==> src/rtl/demux1to7_deser.sv <==
// demux1to7_deser
// Serial-to-parallel frame assembler. This is the receive-side partner of the
// 7-input selector. Each valid serial bit is steered into the output position
// that matches its time slot, so slot k lands in out[k]. When a frame is
// complete it is published on a registered bus together with a one-cycle
// strobe.
//
// Ports
//   clock      system clock; all state changes on the rising edge
//   reset      asynchronous, active-high reset
//   in         serial data bit for the current slot
//   in_valid   qualifies in; one bit is consumed per cycle while it is high
//   sync       frame-start marker; a qualified bit with sync goes to slot 0
//   out        last completed frame, held until the next frame completes
//   out_valid  one-cycle pulse when out is updated
//   slot       slot index that the next valid bit will be written to
//   frame_err  one-cycle pulse when sync discards a partial frame
//
// State
//   slot          | meaning
//   0             | idle / waiting for the first bit of a frame
//   1..NUM_SLOTS-1| partial frame pending, slot bits already captured
//   >= NUM_SLOTS  | unreachable; the next valid bit returns the counter to 0

module demux1to7_deser #(
    parameter int NUM_SLOTS = 7,
    parameter int SEL_W     = 3
) (
    input  logic                 clock,
    input  logic                 reset,
    input  logic                 in,
    input  logic                 in_valid,
    input  logic                 sync,
    output logic [NUM_SLOTS-1:0] out,
    output logic                 out_valid,
    output logic [SEL_W-1:0]     slot,
    output logic                 frame_err
);

    localparam logic [SEL_W-1:0] FIRST_SLOT = '0;
    localparam logic [SEL_W-1:0] NEXT_SLOT  = SEL_W'(1);
    localparam logic [SEL_W-1:0] LAST_SLOT  = SEL_W'(NUM_SLOTS - 1);

    // The final bit of a frame goes straight to out. Because of that, the
    // shadow only needs to hold the first NUM_SLOTS-1 bits.
    logic [NUM_SLOTS-2:0] shadow;

    logic slot_in_range;
    assign slot_in_range = (slot <= LAST_SLOT);

    always_ff @(posedge clock or posedge reset) begin
        if (reset) begin
            out       <= '0;
            out_valid <= 1'b0;
            slot      <= FIRST_SLOT;
            shadow    <= '0;
            frame_err <= 1'b0;
        end else begin
            out_valid <= 1'b0;
            frame_err <= 1'b0;

            if (sync) begin
                // Resync. A partial frame is dropped and out is untouched.
                // An aligned sync at slot 0 is silent.
                if (slot != FIRST_SLOT) begin
                    frame_err <= 1'b1;
                end
                if (in_valid) begin
                    shadow[0] <= in;
                    slot      <= NEXT_SLOT;
                end else begin
                    slot <= FIRST_SLOT;
                end
            end else if (in_valid) begin
                if (!slot_in_range) begin
                    slot <= FIRST_SLOT;
                end else if (slot == LAST_SLOT) begin
                    out       <= {in, shadow};
                    out_valid <= 1'b1;
                    slot      <= FIRST_SLOT;
                end else begin
                    shadow[slot] <= in;
                    slot         <= slot + NEXT_SLOT;
                end
            end
        end
    end

endmodule

==> config.mk <==
export PLATFORM = sky130hd
export DESIGN_NAME = demux1to7_deser
export DESIGN_NICKNAME = d
export VERILOG_FILES = /design/src/rtl/demux1to7_deser.sv
export SDC_FILE = /design/constraint.sdc
export NUM_CORES = 1
export LEC_CHECK = 0
export BUFFER_PORTS_ARGS = -buffer_cell sky130_fd_sc_hd__clkbuf_2
export CAP_MARGIN = 10
export CORE_UTILIZATION = 50
export DETAILED_ROUTE_END_ITERATION = 6
export PLACE_DENSITY_LB_ADDON = 0.08
export SLEW_MARGIN = 20
export SYNTH_ARGS = -nofsm -noshare
export SYNTH_HDL_FRONTEND = slang
export SYNTH_SLANG_ARGS = --single-unit
==> constraint.sdc <==
create_clock -name clock -period 2 [get_ports clock]
set_input_delay 0.1 -clock clock [delete_from_list [all_inputs] [get_ports clock]]
set_output_delay 0.1 -clock clock [all_outputs]
set_load 0.02 [all_outputs]
== Yosys cells after proc, flatten, opt, wreduce, memory -nomap -nowiden ==
Cells that the tools add are included.
Storage, ports and cells
  bits in latches: 0
  input port bits: 5
  memories: 0
  logic and storage cells: 40
  memory bits (read-only): 0
  output and inout bits: 12
  bits in writable memories: 0
  register bits after elaboration: 18
Cells by class
  add/sub/neg operators: 1
  equal/unequal tests: 2
  $lt $le $gt $ge: 3
  divide/modulo/power cells: 0
  $mul: 0
  reduce and logical (&&, ||, !) cells: 7
  bitwise logic cells: 2
  shift-type cells: 0
  mux-type cells: 19
Operators by type and width (count)
  $mux W1: 13
  $mux W3: 4
  $reduce_and A4 Y1: 2
  $bwmux W6: 1
  $lt A3 B4 Y1 const B: 1
  $reduce_bool A2 Y1: 2
  $add A3 B1 Y3 const B: 1
  $demux W1 S3: 1
  $eq A3 B3 Y1 const B: 1
  $ge A3 B1 Y1 const B: 1
  $le A3 B3 Y1 const B: 1
  $reduce_and A3 Y1: 1
  $reduce_bool A3 Y1: 1
  $ne A2 B2 Y1 const B: 1
  $not A1 Y1: 2
  $logic_and A1 B1 Y1: 1

== Depth between registers and ports, before layout ==
Gate-level depths: netlist of run 1.
  word-level depth: 9
  gate-level depth with buffers: 4
  gate-level depth less buffers: 3

== Least setup slack after synthesis of run 1 ==
Ideal clock, no wire load.
  path kind: flip-flop to flip-flop
  start: register slot[1]
  end: register out[6]
  clock period less this slack: 1.633 ns
  path buffers: 1
  library setup time: 0.125 ns
  arrival time: 1.508 ns
  path slack: 0.367 ns
  required time: 1.875 ns
  cell stages (with the launch flop): 5
  path through: dfrtp_1 clkbuf_2 nand2_2 nor4b_4 mux2_2
Between the ends
  longest elaborated chain between the ends: 2
  elaborated cells between the ends (all ways): 3
  those cells by class: 1 x order compare; 1 x eq/ne; 1 x reduce/logical
RTL lines
  from (decl): line 36  | output logic [SEL_W-1:0] slot,
  from (signal assigned): line 83  | slot <= slot + NEXT_SLOT;
  $le A3 B3 Y1 / $eq A3 B3 Y1 (equally long branches): line 49, 77
  $reduce_and A4 Y1 (no line) (*)
  to (signal assigned): line 78  | out <= {in, shadow};
  to (decl): line 34  | output logic [NUM_SLOTS-1:0] out,
Every way passes the cells marked *; elsewhere a longest branch is shown, timed or not.
A chain may end at the register's enable or synchronous reset.

== Worst setup path after layout of run 1 ==
  start: register slot[1]
  end: register out[0]
Same word-level chain as after synthesis.

==> results of run 1 <==
layer usage:
| layer | part of all wire [%] | up-vias |
|---|---|---|
| met5 | 0 | - |
| met4 | 0.90 | 0 |
| met3 | 4.6 | 2 |
| met2 | 43 | 16 |
| met1 | 52 | 242 |
| li1 | - | 246 |
per-stage QoR:
step / setup WS, ns / hold slack, ns / utilization, %
finish: 0.347 / 0.145 / 65.7
global route: 0.221 / 0.146 / 65.7
detailed placement: 0.350 / 0.214 / 62.3
floorplan: 0.367 / 0.0386 / -
CTS: 0.336 / 0.128 / 65.7
global placement: 0.356 / 0.204 / 62.3
worst max-delay path, cell delays in order (launching register included):
cell	delay, ns
dfrtp_1	0.51
nand2_2	0.15
nor4b_4	0.50
mux2_2	0.39
sequential cells by signal, summed over array words and instances, names as in the netlist:
register / flops
out: 7
shadow: 6
slot: 3
frame_err: 1
out_valid: 1
how the worst max path moves through the flow:
| stage | startpoint | to | slack (ns) | depth (start not counted) |
|---|---|---|---|---|
| after floorplan | slot[1] | out[6] | 0.37 | 4 |
| after global placement | slot[1] | out[1] | 0.36 | 3 |
| after detailed placement | slot[1] | out[6] | 0.35 | 3 |
| after CTS | slot[1] | out[6] | 0.34 | 3 |
| after global routing | slot[1] | out[6] | 0.22 | 3 |
| final | slot[1] | out[0] | 0.35 | 3 |
synth_stat cells:
cell      count  area [um^2]
buf_2         1         5.00
nand4b_1      1         8.76
o31a_1        1         8.76
mux2_2       13          146
clkbuf_1      2         7.51
inv_1         1         3.75
nor3_1        1         5.00
nor2_1        1         3.75
o21ai_0       3         15.0
nand2_2       1         6.26
dfrtp_1      18          450
nand2_1       2         7.51
clkbuf_2      1         5.00
nand2b_1      2         12.5
nor4b_1       3         26.3
nor4b_4       1         23.8
a21oi_1       4         20.0
nand3b_1      1         7.51
nor4_1        1         6.26
power by group through the flow:
stage          combinational (mW)  clock, mW  sequential, mW
2_1_floorplan              0.0592          0           0.427
3_3_place_gp               0.0812          0           0.428
3_5_place_dp               0.0836          0           0.430
4_1_cts                    0.0857      0.225           0.423
5_1_grt                    0.0932      0.238           0.428
6_report                   0.0845      0.217           0.422
logic make-up after synthesis:
family,synth area share (%)
AND/OR/NAND/NOR,14.0
AO/OA/AOI/OAI,5.69
buffers and inverters,2.76
multiplexers,19.0
flip-flops,58.5
final cells by class:
type	count	share of cell area [%]
Inverter	1	0.418
Clock buffer	4	4.04
Timing Repair Buffer	17	10.0
Sequential cell	18	50.2
Tap cell	15	2.09
Multi-Input combinational cell	35	33.2
timing repair:
action | 4_1_cts | 5_1_grt
resized for setup | 0 | 0
hold endpoints to repair | 18 | 0
setup buffers | 0 | 0
hold buffers | 1 | 0
==> summary.md, run 1 <==
| Metric | Value |
|---|---|
| Fin area | `897 um^2` |
| Post-synth cell types | `19` |
| Fill cells | `114` |
| Clock network power share | `30.0%` |
| Worst Setup Start Kind | `flop` |
| NetSw | `0.175 mW` |
| Critical Path RT | `2.18 ns` |
| Routed vias | `506` |
| Total wire length | `1.22 mm` |
| Pwr dens | `806 nW/um^2` |
| GR peak layer | `met2` |
| Fraction of layout cells with a size suffix above 1 | `46.7%` |
| Core area | `1370 um^2` |
| Cells after synthesis | `58` |
| DP Wirelength | `848 um` |
| Hold_sp | `sync` |
| 1st-pass router iterations | `4` |
| Int Pwr | `0.548 mW` |
| Fin. Hold Viols | `0` |
| Outcome | `complete, no violations` |
| Placed cell count | `85` |
| Ant. Diodes | `0` |
| Max_cap viols | `0` |
| Drt via density | `5.62` |
| Syn nets | `63` |
| Most frequent cells in the layout | `18 x dfrtp_1, 16 x clkbuf_2, 13 x mux2_2, 4 x a21oi_1` |
| Initial Util | `56.3%` |
| Area grow syn2layout | `16.6%` |
| Htree depth | `1` |
| FF-to-FF End | `out[0]` |
| Kind of critical path | `flop to flop` |
| DP Area | `851 um^2` |
| CTS Root Cell | `clkbuf_4` |
| Largest net degree at the start of global routing | `19` |
| HP Class | `primary input to flop` |
| Port bufs | `16` |
| Met1 global-route usage | `22.6%` |
| TNS Setup | `0 ns` |
| Die area | `1700 um^2` |
| Seq pwr share | `58.4%` |
| Total power draw | `0.723 mW` |
| Total GRT Usage | `16.7%` |
| Crit end category | `flop` |
| 1st-iter DRT viols | `9` |
| First-pass GRT wire length | `1.74 mm` |
| Slew Viols, Final | `0` |
| WL/cell | `13.5 um` |
| Switch share | `24.2%` |
| Synthesized area | `769 um^2` |
| Crit Path Max Fanout | `9` |
| DRC | `0` |
| CTS tree | `built` |
| Vias in the first global route | `406` |
| P_leak | `0.436 nW` |
| Final GP Congestion | `0.662` |
| GRT met3 Usage | `4.89%` |
| Most common cell after layout, fill and taps aside | `dfrtp_1` |
| Min cycle time layout | `1.65 ns` |
| Hold Path Depth | `2` |
| Critical Path AT | `1.83 ns` |
| Slew Limit Headroom | `55.9%` |
| Final Non-Filler Cells | `90` |
| Die H | `41.2 um` |
| CTS Buffer Depth | `2` |
| Cells on worst reg2reg path | `3` |
| Worst-Margin Slew | `0.661 ns` |
| Synth Register Bits | `18` |
| Met2 usage | `24.6%` |
| Die Wd | `41.2 um` |
| Final ANT Viol Nets | `0` |
| Total gr overflow | `0` |
| # IOs | `17` |
| CTS Buf Count | `3` |
| Seq/Total Area, Yosys | `58.5%` |
| Yosys warnings | `0` |
| Clock transition at the registers of the reported paths | `0.10 ns` |
| Worst r2r src | `slot[1]` |
| Hold endpoint | `slot[2]` |
| Reg area | `450 um^2` |
| Final worst path period share | `82.6%` |
| RSZ-0062 raised after global routing | `false` |
| Setup violations, final | `0` |
| Area occupied by multi-input gates | `298 um^2` |
| Worst-Skew Late Latency | `0.28 ns` |
| Final #Nets | `81` |
| Achievable Freq | `605 MHz` |
| Reg2reg setup slack | `0.35 ns` |
| Layout Skew | `0.00364 ns` |
| Antenna violations before repair | `0` |
| Avg Cell Area, Syn | `13.3 um^2` |
| Combinational power share | `11.7%` |
| Max VDD drop | `552 uV` |
| Num Clock Sinks | `18` |
| Row count | `13` |
(Power assumes the default switching activity.)
==> inputs of run 2 (changes only) <==
ABC_AREA = 1   (was default)
CORE_UTILIZATION = 46   (was 50)
clock period = 1.45 ns   (was 2 ns; I/O delays follow)
==> summary.md, run 2 <==
| Metric | Value |
|---|---|
| Synthesized area | `777 um^2 (+0.98%)` |
| Final #Nets | `117 (+44%)` |
| Crit path from | `slot[0]` |
| Max_cap viols | `0 (unchanged)` |
| Total gr overflow | `0 (unchanged)` |
| Kind of critical path | `flop to flop` |
| Total wire length | `1.41 mm (+16%)` |
| Vias in the first global route | `582 (+43%)` |
| Htree depth | `1 (unchanged)` |
| Routed vias | `646 (+28%)` |
| Cells after synthesis | `90 (+55%)` |
| Final ANT Viol Nets | `0 (unchanged)` |
| Die area | `1860 um^2 (+9.3%)` |
| Crit Path Max Fanout | `7 (-2)` |
| Row count | `14 (+1)` |
| Slew Limit Headroom | `56.4% (+0.48 points)` |
| Post-synth ARST share | `100% (unchanged)` |
| Post-synth top cells | `38 x nand2_1, 18 x dfrtp_1, 11 x o21ai_0, 6 x inv_1` |
| Largest net degree at the start of global routing | `19 (unchanged)` |
| DP Area | `870 um^2 (+2.2%)` |
| Fin. Hold Viols | `0 (unchanged)` |
| CTS Root Cell | `clkbuf_4` |
| Syn nets | `95 (+51%)` |
| WHS | `0.0399 ns (-0.105 ns)` |
| Reg2reg setup slack | `0.21 ns (-0.14 ns)` |
| Port bufs | `16 (unchanged)` |
| Die Wd | `43.1 um (+4.5%)` |
| Area grow syn2layout | `19.2%` |
| Largest Register | `out` |
| Yosys warnings | `0 (unchanged)` |
| Fin area | `926 um^2 (+3.2%)` |
| Int Pwr | `0.748 mW (+36%)` |
| Drt via density | `5.09 (-9.5%)` |
| Largest regs | `out: 7 flops, shadow: 6 flops, slot: 3 flops` |
| Max VDD drop | `567 uV (+2.7%)` |
| Most common cell after layout, fill and taps aside | `nand2_1` |
| # IOs | `17 (unchanged)` |
| NetSw | `0.270 mW (+54%)` |
| HP Class | `primary input to flop` |
| Reg area | `450 um^2 (unchanged)` |
| Seq/Total Area, Yosys | `58.0% (-0.57 points)` |
| Final GP Congestion | `0.767 (+16%)` |
| FF-to-FF End | `out[0]` |
| Total GRT Usage | `18.4% (+1.7 points)` |
| CTS Buf Count | `3 (unchanged)` |
| 1st-pass router iterations | `4 (unchanged)` |
| Worst setup endpoint | `out[0]` |
| Setup violations, final | `0 (unchanged)` |
| DRC | `0 (unchanged)` |
| Total power draw | `1.02 mW (+41%)` |
| Worst r2r src | `slot[0]` |
| DP Wirelength | `1.02 mm (+20%)` |
| Setup WS post-layout | `0.207 ns (-0.141 ns)` |
| Achievable Freq | `804 MHz (+33%)` |
| Post-CTS setup buffer count | `0 (unchanged)` |
| Crit end category | `flop` |
| Final worst path period share | `85.8% (+3.1 points)` |
| WL/cell | `11.1 um (-18%)` |
| Area contributors post-synth | `dfrtp_1 58%, nand2_1 18%, o21ai_0 7.1%` |
| Max FFs per register | `7 (unchanged)` |
| Pwr dens | `1100 nW/um^2 (+36%)` |
| DP Worst Slack | `0.230 ns (-0.120 ns)` |
| Number of flops mapped to enable cells by yosys | `0 (unchanged)` |
| Critical Path RT | `1.64 ns (-0.54 ns)` |
| Slew Viols, Final | `0 (unchanged)` |
| TNS Setup | `0 ns (unchanged)` |
| Seq pwr share | `57.2% (-1.2 points)` |
| Cells on worst reg2reg path | `6 (+3)` |
| CTS Buffer Depth | `2 (unchanged)` |
| P_leak | `0.501 nW (+15%)` |
| Top cell type by total area after synthesis | `dfrtp_1` |
| Most frequent cell after synthesis | `nand2_1` |
| Synth Register Bits | `18 (unchanged)` |
| Worst-Skew Late Latency | `0.30 ns (+0.02 ns)` |
| Post-synth cell types | `13 (-6)` |
| Outcome | `complete, no violations` |
| 1st-iter DRT viols | `25 (+16)` |
| Post-CTS sizing | `0 (unchanged)` |
| Worst Setup Start Kind | `flop` |
| Clock network power share | `30.1% (about the same)` |
| Combinational power share | `12.7% (+1.0 points)` |
| Ant. Diodes | `0 (unchanged)` |
| Min cycle time layout | `1.24 ns (-0.409 ns)` |
| Core area | `1540 um^2 (+13%)` |
| Most frequent cells in the layout | `38 x nand2_1, 18 x dfrtp_1, 16 x clkbuf_2, 11 x o21ai_0, 6 x inv_1` |
| Area occupied by multi-input gates | `293 um^2 (-1.7%)` |
| Worst-Margin Slew | `0.654 ns (-0.00725 ns)` |
| Fraction of layout cells with a size suffix above 1 | `21.6% (-25 points)` |
| Clock transition at the registers of the reported paths | `0.10 ns (about the same)` |
| Fill cells | `141 (+24%)` |
| Initial Util | `50.4% (-5.9 points)` |
| Cts hold-fix bufs | `2 (+1)` |
| RSZ-0062 raised after global routing | `false` |
| Antenna violations before repair | `0 (unchanged)` |
| Switch share | `26.5% (+2.3 points)` |
| Top cell type's share of synthesized area | `58.0% (-0.57 points)` |
| Layout Skew | `0.00539 ns (+0.00175 ns)` |
| Die H | `43.1 um (+4.5%)` |
| Top FF cell, synth | `dfrtp_1` |
| CTS tree | `built` |
| Critical Path AT | `1.44 ns (-0.39 ns)` |
| First-pass GRT wire length | `2.50 mm (+44%)` |
| Avg Cell Area, Syn | `8.63 um^2 (-35%)` |
| Num Clock Sinks | `18 (unchanged)` |
run 2: cell types whose count changed after synthesis, moves of 2 or more:
cell	change
clkbuf_1	-2
inv_1	+5
mux2_2	-13
nand2_1	+36
nand2b_1	-2
nand3_1	+2
nand4_1	+2
nor2_1	+3
nor4b_1	-3
o21ai_0	+8
run 2: kinds of logic after synthesis:
family                 after synthesis  share of synthesized area (%)
AO/OA/AOI/OAI                       15                           9.66
buffers and inverters                8                           4.35
flip-flops                          18                           58.0
AND/OR/NAND/NOR                     49                           28.0
run 2: worst min path at each step:
stage	startpoint	end	slack, ns	cells after the start
detailed placement	reset	out_valid	0.19	2
floorplan	reset	frame_err	0.01	1
finish	in_valid	shadow[0]	0.04	4
global placement	reset	out[6]	0.18	2
global route	in_valid	shadow[0]	0.07	4
CTS	in_valid	shadow[0]	0.04	4
run 2: metrics by stage:
| step | utilization, % | cells |
|---|---|---|
| 2_1_floorplan | - | 90 |
| 3_3_place_gp | 56.4 | 121 |
| 3_5_place_dp | 56.4 | 121 |
| 4_1_cts | 60.1 | 127 |
| 5_1_grt | 60.1 | 127 |
| 6_report | 60.1 | 127 |
run 2: critical path, stage by stage (launching register included):
cell     delay, ns
dfrtp_1       0.46
inv_2         0.11
nand3_2       0.10
nor2_1        0.13
nand2_1       0.17
nand2_1       0.11
nand2_1       0.07
run 2: final cells by class:
class | count | area share (%)
flip-flops and latches | 18 | 48.6
clock buffers | 4 | 3.92
repair buffers | 18 | 10.8
multi-input cells | 64 | 31.6
well taps | 16 | 2.16
inverters | 7 | 2.84
run 2: power by group through the flow:
stage	combinational [mW]	sequential, mW	clock (mW)
CTS	0.132	0.583	0.318
finish	0.129	0.583	0.306
global route	0.151	0.590	0.339
floorplan	0.0808	0.599	0
detailed placement	0.127	0.593	0
global placement	0.124	0.593	0
run 2: metal layers:
metal	wire length (um)	share of wire [%]	GRT usage, %	vias up
met4	40	2.8	10.9	0
li1	-	-	-	334
met3	54	3.8	2.55	5
met1	655	46	24.6	290
met2	660	47	28.1	17
met5	0	0	0	-
==> inputs of run 3 (changes only) <==
CORE_UTILIZATION = 50   (was 46)
clock period = 1.4 ns   (was 1.45 ns; I/O delays follow)
==> summary.md, run 3 (synthesized netlist as in run 2, its figures left out) <==
| Metric | Value |
|---|---|
| Initial Util | `56.9% (+6.5 points)` |
| Total GRT Usage | `19.5% (+1.1 points)` |
| First-pass GRT wire length | `2.50 mm (unchanged)` |
| Post-CTS setup buffer count | `0 (unchanged)` |
| Post-CTS sizing | `0 (unchanged)` |
| Most frequent cells in the layout | `38 x nand2_1, 18 x dfrtp_1, 16 x clkbuf_2, 11 x o21ai_0, 6 x inv_1` |
| CTS tree | `built` |
| Fin. Hold Viols | `0 (unchanged)` |
| Largest net degree at the start of global routing | `19 (unchanged)` |
| CTS Buffer Depth | `2 (unchanged)` |
| Vias in the first global route | `582 (unchanged)` |
| Htree depth | `1 (unchanged)` |
| Achievable Freq | `834 MHz (+3.7%)` |
| Critical-path cell list | `inv_2 -> nand3_2 -> nor2_1 -> nand2_1 -> nand2_1 -> nand2_1` |
| Cts hold-fix bufs | `2 (unchanged)` |
| Die Wd | `41.4 um (-3.9%)` |
| Layout Skew | `0.00696 ns (+0.00157 ns)` |
| Row count | `13 (-1)` |
| Ant. Diodes | `0 (unchanged)` |
| Slew Limit Headroom | `55.6% (-0.79 points)` |
| Placed cell count | `120 (-0.83%)` |
| Worst-Margin Slew | `0.666 ns (+0.0118 ns)` |
| Die H | `41.4 um (-3.9%)` |
| Pwr dens | `1140 nW/um^2 (+4.1%)` |
| # IOs | `17 (unchanged)` |
| Top Family by Delay on Critical Path | `simple AND/OR/NAND/NOR gates` |
| Max_cap viols | `0 (unchanged)` |
| Max VDD drop | `873 uV (+54%)` |
| DRC | `0 (unchanged)` |
| CP max-delay cell | `dfrtp_1` |
| Num Clock Sinks | `18 (unchanged)` |
| Total wire length | `1.49 mm (+5.5%)` |
| Port bufs | `16 (unchanged)` |
| Core area | `1370 um^2 (-11%)` |
| DP Worst Slack | `0.219 ns (-0.0115 ns)` |
| Worst-Skew Late Latency | `0.30 ns (about the same)` |
| Kind of critical path | `flop to flop` |
| Min cycle time layout | `1.20 ns (-0.0446 ns)` |
| Max FFs per register | `7 (unchanged)` |
| Final #Nets | `117 (unchanged)` |
| Total gr overflow | `0 (unchanged)` |
| 1st-pass router iterations | `4 (unchanged)` |
| Drt via density | `5.23 (+2.8%)` |
| Slew Viols, Final | `0 (unchanged)` |
| Final Non-Filler Cells | `126 (-0.79%)` |
| P_leak | `0.501 nW (unchanged)` |
| RSZ-0062 raised after global routing | `false` |
| Setup violations, final | `0 (unchanged)` |
| Final worst path period share | `85.6% (-0.12 points)` |
| 1st-iter DRT viols | `18 (-28%)` |
| Final ANT Viol Nets | `0 (unchanged)` |
| Fill cells | `114 (-19%)` |
| Setup WS post-layout | `0.201 ns (-0.00544 ns)` |
| CTS Buf Count | `3 (unchanged)` |
| Buf/Inv on CP | `1 (unchanged)` |
| HP Class | `primary input to flop` |
| Final GP Congestion | `0.796 (+3.7%)` |
| Worst Setup Start Kind | `flop` |
| Die area | `1720 um^2 (-7.6%)` |
| WL/cell | `11.8 um (+6.4%)` |
| Finished Core Util | `67.7% (+7.6 points)` |
| Most common cell after layout, fill and taps aside | `nand2_1` |
| Crit Path Max Fanout | `7 (unchanged)` |
| Routed vias | `659 (+2.0%)` |
| Area grow syn2layout | `19.0%` |
| Crit end category | `flop` |
| CTS Root Cell | `clkbuf_4` |
| Clock transition at the registers of the reported paths | `0.10 ns (about the same)` |
| CP most frequent cell | `nand2_1` |
| Critical Path AT | `1.39 ns (-0.05 ns)` |
| TNS Setup | `0 ns (unchanged)` |
| DP Wirelength | `1.10 mm (+7.6%)` |
| Outcome | `complete, no violations` |
| Total power draw | `1.06 mW (+3.9%)` |
| Largest regs | `out: 7 flops, shadow: 6 flops, slot: 3 flops` |
| Fraction of layout cells with a size suffix above 1 | `21.6% (unchanged)` |
| Largest Register | `out` |
| Critical path's largest stage delay | `0.45 ns (about the same)` |
| Critical Path RT | `1.59 ns (-0.05 ns)` |
| Antenna violations before repair | `0 (unchanged)` |
## run 3: routing by layer
metal | wire length [um] | share of wire, % | vias up | GRT usage (%)
met5 | 0 | 0 | - | 0
met3 | 53 | 3.6 | 7 | 5.22
met4 | 52 | 3.5 | 0 | 13.5
met1 | 685 | 46 | 300 | 23.0
li1 | - | - | 332 | -
met2 | 697 | 47 | 20 | 30.6
## run 3: stage by stage
step	area, um^2	hold slack, ns
2_1_floorplan	777	0.00857
3_3_place_gp	868	0.172
3_5_place_dp	868	0.180
4_1_cts	925	0.0369
5_1_grt	925	0.0458
6_report	925	0.0471
## run 3: path summary, 6_finish.rpt
| kind | depth (start not counted) | endpoint | start | slack (ns) |
|---|---|---|---|---|
| setup / recovery | 6 | out[1] | slot[0] | 0.20 |
| hold / removal | 4 | shadow[0] | in_valid | 0.05 |
| setup reg to reg | 6 | out[1] | slot[0] | 0.20 |
| hold reg to reg | 2 | out[0] | shadow[0] | 0.48 |
| max in group asynchronous | 3 | shadow[3] | reset | 0.59 |
| min in group asynchronous | 3 | shadow[5] | reset | 0.39 |
## run 3: layout make-up
type | count | area [um^2] | area share, %
clock buffer | 4 | 36.3 | 3.92
inverter | 7 | 26.3 | 2.84
multi-input combinational | 64 | 293 | 31.7
sequential | 18 | 450 | 48.7
tap | 15 | 18.8 | 2.03
timing repair buffer | 18 | 100 | 10.8
## run 3: worst reg2reg max path: stages, from the launching register on
cell     delay, ns
dfrtp_1       0.45
inv_2         0.11
nand3_2       0.09
nor2_1        0.11
nand2_1       0.16
nand2_1       0.10
nand2_1       0.07
## run 3: report_power, final
group | leakage (nW) | switching [mW] | internal [mW]
combinational | 0.239 | 0.0900 | 0.0469
clock | 0.0210 | 0.160 | 0.159
sequential | 0.241 | 0.0336 | 0.569
